===== config.mk =====
export PLATFORM = sky130hd
export DESIGN_NAME = divider_controller
export DESIGN_NICKNAME = d
export VERILOG_FILES = /design/src/rtl/divider_controller.sv
export SDC_FILE = /design/constraint.sdc
export NUM_CORES = 1
export LEC_CHECK = 0
export CORE_MARGIN = 2
export CORE_UTILIZATION = 41
export DETAILED_ROUTE_END_ITERATION = 8
export PLACE_DENSITY = 0.74
export SYNTH_ARGS = -nofsm -noshare
export SYNTH_HDL_FRONTEND = slang
export SYNTH_SLANG_ARGS = --single-unit
export TNS_END_PERCENT = 5

===== constraint.sdc =====
create_clock -name clk -period 1.27 [get_ports clk]
set_clock_uncertainty 0.05 [all_clocks]
set_input_delay 0.127 -clock clk [delete_from_list [all_inputs] [get_ports clk]]
set_output_delay 0.127 -clock clk [all_outputs]
set_load 0.005 [all_outputs]

===== src/rtl/divider_controller.sv =====
`default_nettype none
// ============================================================================
//  Module      : divider_controller
//  Description : Sequencer for a 16-iteration restoring divider datapath.
//                Clears and loads the datapath, steps 16 shift/subtract
//                iterations steered by the subtractor sign, then holds the
//                result (or a divide-by-zero error) until acknowledged.
//  Revision    : 1.0 - initial release
// ============================================================================
module divider_controller (
  input  logic clk,
  input  logic reset,
  input  logic start,
  input  logic ack,
  input  logic a_sign,
  input  logic b_sign,
  input  logic SB,
  input  logic error_divided_0,
  output logic dp_clr,
  output logic LdA,
  output logic LdB,
  output logic LdTemp,
  output logic LsftTemp,
  output logic LsftA,
  output logic busy,
  output logic done,
  output logic error,
  output logic q_neg,
  output logic r_neg
);

  typedef enum logic [2:0] {
    S_IDLE = 3'd0,
    S_CLR  = 3'd1,
    S_LOAD = 3'd2,
    S_ITER = 3'd3,
    S_DONE = 3'd4,
    S_ERR  = 3'd5
  } state_t;

  localparam logic [3:0] C_LAST_ITER = 4'd15;

  state_t     r_state;
  logic [3:0] r_cnt;
  logic       r_dp_clr;
  logic       r_ld_a;
  logic       r_ld_b;
  logic       r_lsft_a;
  logic       r_busy;
  logic       r_done;
  logic       r_error;
  logic       r_q_neg;
  logic       r_r_neg;

  // State sequencing; every output is registered from the state being entered
  // so it is valid for the whole cycle spent in that state.
  always_ff @(posedge clk or negedge reset) begin
    if (!reset) begin
      r_state  <= S_IDLE;
      r_cnt    <= 4'd0;
      r_dp_clr <= 1'b0;
      r_ld_a   <= 1'b0;
      r_ld_b   <= 1'b0;
      r_lsft_a <= 1'b0;
      r_busy   <= 1'b0;
      r_done   <= 1'b0;
      r_error  <= 1'b0;
      r_q_neg  <= 1'b0;
      r_r_neg  <= 1'b0;
    end else begin
      r_dp_clr <= 1'b0;
      r_ld_a   <= 1'b0;
      r_ld_b   <= 1'b0;
      r_lsft_a <= 1'b0;
      r_busy   <= 1'b0;
      r_done   <= 1'b0;
      r_error  <= 1'b0;
      case (r_state)
        S_IDLE: begin
          if (start) begin
            // Sign flags are captured once per accepted request and held.
            r_q_neg <= a_sign ^ b_sign;
            r_r_neg <= a_sign;
            if (error_divided_0) begin
              r_state <= S_ERR;
              r_error <= 1'b1;
            end else begin
              r_state  <= S_CLR;
              r_dp_clr <= 1'b1;
              r_busy   <= 1'b1;
            end
          end
        end
        S_CLR: begin
          r_state <= S_LOAD;
          r_ld_a  <= 1'b1;
          r_ld_b  <= 1'b1;
          r_busy  <= 1'b1;
        end
        S_LOAD: begin
          r_state  <= S_ITER;
          r_cnt    <= 4'd0;
          r_lsft_a <= 1'b1;
          r_busy   <= 1'b1;
        end
        S_ITER: begin
          // 4-bit counter wraps to zero on the last iteration by itself.
          r_cnt <= r_cnt + 4'd1;
          if (r_cnt == C_LAST_ITER) begin
            r_state <= S_DONE;
            r_done  <= 1'b1;
          end else begin
            r_lsft_a <= 1'b1;
            r_busy   <= 1'b1;
          end
        end
        S_DONE: begin
          if (ack) begin
            r_state <= S_IDLE;
          end else begin
            r_done <= 1'b1;
          end
        end
        S_ERR: begin
          if (ack) begin
            r_state <= S_IDLE;
          end else begin
            r_error <= 1'b1;
          end
        end
        default: begin
          r_state <= S_IDLE;
        end
      endcase
    end
  end

  // The remainder path follows the live subtractor sign; r_lsft_a is high
  // exactly in ITER, so it gates both controls to one-hot during iterations.
  assign LdTemp   = r_lsft_a & ~SB;
  assign LsftTemp = r_lsft_a &  SB;

  assign dp_clr = r_dp_clr;
  assign LdA    = r_ld_a;
  assign LdB    = r_ld_b;
  assign LsftA  = r_lsft_a;
  assign busy   = r_busy;
  assign done   = r_done;
  assign error  = r_error;
  assign q_neg  = r_q_neg;
  assign r_neg  = r_r_neg;

endmodule
`default_nettype wire


==> out/results.tsv <==
metric	value	unit
power per cell area	1890	mW/mm^2
cell with the most instances after synthesis	sky130_fd_sc_hd__dfrtp_1	
Cells after Synth	64	
clock transition time at the flip-flop clock pins of the worst setup and hold paths	80	ps
DRC violations left	0	
CP Class	flop to flop	
Placer Congestion	0.791	
TritonCTS clock tree	done	
initial core utilization	0.448	
Area contributors post-synth	sky130_fd_sc_hd__dfrtp_1 54%, sky130_fd_sc_hd__o21ai_0 5.0%, sky130_fd_sc_hd__nand2_1 3.8%, sky130_fd_sc_hd__nor4b_4 3.4%, sky130_fd_sc_hd__nand3_1 2.9%	
number of global-route vias before repair	521	
wire length reported by the detailed router	1.42	mm
maximum clock rate	786	MHz
Max Slew Vio Count	0	
count of clock tree sinks	15	
CP arrival	1390	ps
post-layout min period	1270	ps
met2 usage	0.257	
count of nets after finishing	102	
final hold vios	0	
cell with the largest stage delay on the worst path	sky130_fd_sc_hd__dfrtp_1	
final worst path period share	1.00	
CTS root buf	sky130_fd_sc_hd__clkbuf_4	
total of hold buffers inserted after clock tree synthesis	0	
maximum capacitance violations	0	
Syn Area/Cell	10.9	um^2
count of port buffers added during placement	18	
GRT Util Overall	0.165	
Detail Placement HPWL	1.07	mm
layer carrying the most global-route usage	met2	
Antenna diodes	0	
area taken by multi-input logic gates	304	um^2
first-pass GRT wire length	2.37	mm
maximum fanout count along the critical path	4	
Via density	5.22	
top_reg_cell synth	sky130_fd_sc_hd__dfrtp_1	
Seq cells post-synth	15	
Slew headroom	0.799	
worst skew pair latency	280	ps
H-tree Lvls	1	
cell types with the highest counts after synthesis	15 x sky130_fd_sc_hd__dfrtp_1, 7 x sky130_fd_sc_hd__nand2_1, 7 x sky130_fd_sc_hd__o21ai_0, 4 x sky130_fd_sc_hd__nand3_1, 4 x sky130_fd_sc_hd__nor2_1	
Post-synth EDFFs	0	
Hold WC Path Type	primary input to asynchronous set/reset pin	
largest net degree at the start of global routing	16	
fraction of the yosys area taken by sequential cells	0.538	
category of the worst setup path launch point	flop	
fraction of registers with async set/reset	1.00	
post-route cell area	973	um^2
required time of the critical path	1390	ps
Filler cells	132	
met3 Track Usage GR	0.0120	
core box area	0.00156	mm^2
post-synthesis instance area	698	um^2
kind of end point of the critical path	flop	
Placement Cell Area	942	um^2
reported leakage power	0.447	nW
final cell utilization of the core	0.624	
PnR worst setup slack	-2.06	ps
Die Footprint	0.00205	mm^2
share of the synthesized area in the top cell type	0.538	
total grt overflow	0	
height of the die	45.3	um
post-synthesis to final-layout area growth	39.4	%
maximum vdd ir drop	1.04	mV
violation count after the first detailed-route iteration	6	
violations in the final reports	negative setup slack	
antenna viol nets, final	0	
antenna violations before repair	0	
floorplan die width	45.3	um
detailed-router iteration count before antenna repair	2	
post-synthesis cell type with the largest combined area	sky130_fd_sc_hd__dfrtp_1	
yosys warns	0	
Slew @ Worst Pin	301	ps
Clock Tree Buf Depth	2	
critical path, cell by cell	nor4b_4 > mux2_4	
routed wire length per instance	13.1	um
unrepaired setup endpoints after global routing	yes	
max incr delay on CP	430	ps
TritonCTS buffer count	3	
Synthesized Nets	73	
met1 track demand over resource	0.229	
via count	564	
run status	finished, violations left	
fraction of final layout cells with drive strength greater than 1	0.217	
number of unique standard cell types used by synthesis	26	
Row Count	14	
footprint of the flip-flops and latches	375	um^2
Finish-stage setup viols	1	
I/O pin total	19	
==> placed cells by master, fill, tap and decap left out <==
master and count:
sky130_fd_sc_hd__nand2b_1 1, sky130_fd_sc_hd__nand2_1 7, sky130_fd_sc_hd__a31oi_1 1, sky130_fd_sc_hd__buf_4 10
sky130_fd_sc_hd__a21oi_1 2, sky130_fd_sc_hd__nor2b_2 1, sky130_fd_sc_hd__nand2b_4 1, sky130_fd_sc_hd__dfrtp_1 15
sky130_fd_sc_hd__mux2_4 1, sky130_fd_sc_hd__nand3_1 4, sky130_fd_sc_hd__and4bb_2 1, sky130_fd_sc_hd__clkbuf_1 1
sky130_fd_sc_hd__a221oi_2 1, sky130_fd_sc_hd__clkdlybuf4s50_1 7, sky130_fd_sc_hd__nor2_1 4, sky130_fd_sc_hd__dlygate4sd2_1 9
sky130_fd_sc_hd__xnor2_1 1, sky130_fd_sc_hd__and2_1 1, sky130_fd_sc_hd__o311ai_1 1, sky130_fd_sc_hd__nor4b_4 1
sky130_fd_sc_hd__and2b_1 1, sky130_fd_sc_hd__ha_1 1, sky130_fd_sc_hd__and4_4 1, sky130_fd_sc_hd__clkbuf_4 3
sky130_fd_sc_hd__o21ai_0 5, sky130_fd_sc_hd__o21ai_1 2, sky130_fd_sc_hd__a211oi_1 1, sky130_fd_sc_hd__clkdlybuf4s15_1 2
sky130_fd_sc_hd__nor3b_1 2, sky130_fd_sc_hd__nor2b_1 3, sky130_fd_sc_hd__inv_1 1
==> registers in the layout, indices dropped and copies added, names as in the netlist <==
signal and count:
r_cnt 4, r_state 3, LdB 1, LsftA 1
busy 1, done 1, dp_clr 1, error 1
q_neg 1, r_neg 1
==> power breakdown <==
group / leakage, nW / internal [W] / switching [W]
combinational: 0.254 / 0.000453 / 0.000359
sequential: 0.178 / 0.000640 / 0.000124
clock: 0.0150 / 0.000122 / 0.000145
==> worst paths after layout <==
path,startpoint,end,slack [ps],cells past startpoint
worst max register to register,r_state[1]$_DFFE_PN0P_,r_neg$_DFFE_PN0P_,-2,2
min in group clk,error_divided_0,dp_clr$_DFF_PN0_,380,2
max in group asynchronous,reset,r_cnt[2]$_DFFE_PN0P_,900,2
worst max-delay path,r_state[1]$_DFFE_PN0P_,r_neg$_DFFE_PN0P_,-2,2
worst min-delay path,reset,error$_DFF_PN0_,100,2
worst min register to register,r_neg$_DFFE_PN0P_,r_neg$_DFFE_PN0P_,470,1
==> worst max-delay path: cells and delay by family, from the launching register on <==
family,cells,cell delay (ps)
muxes,1,330
and+or+nand+nor,1,350
DFF,1,430
==> logic make-up after synthesis <==
group,after synthesis,share of synthesized area
compound gates,13,0.109
flops,15,0.538
buf+inv,5,0.0502
xor+xnor,1,0.0125
mux,1,0.0215
fa+ha+maj,1,0.0179
simple gates,28,0.251
==> metrics by stage <==
stage | power [W] | hold slack, ps | cells | setup WS [ps] | TNS [ps]
3_5_place_dp | 0.00161 | 407 | 104 | -135 | -509
5_1_grt | 0.00199 | 106 | 108 | -55.3 | -144
6_report | 0.00184 | 99.0 | 108 | -2.06 | -2.06
4_1_cts | 0.00183 | 102 | 108 | 2.02 | 0
3_3_place_gp | 0.00157 | 403 | 104 | -109 | -356
2_1_floorplan | 0.00118 | -219 | 64 | -19.7 | -19.7
==> what timing repair did <==
item                       CTS  global route
buffers inserted             0             0
pin swaps                    1             0
resized for setup           14             6
setup endpoints to repair   12             9
==> per-layer routing <==
layer / vias up / wire length, um
met5: - / 0
met4: 0 / 16
met3: 2 / 39
met2: 15 / 684
met1: 268 / 675
li1: 279 / -
==> final cells by class <==
cell class              instances  area share
well taps                      16      0.0206
clock buffers                   4      0.0270
repair buffers                 28       0.251
flip-flops and latches         15       0.386
inverters                       1     0.00386
multi-input cells              44       0.312
Power figures use the tool's default switching activity.
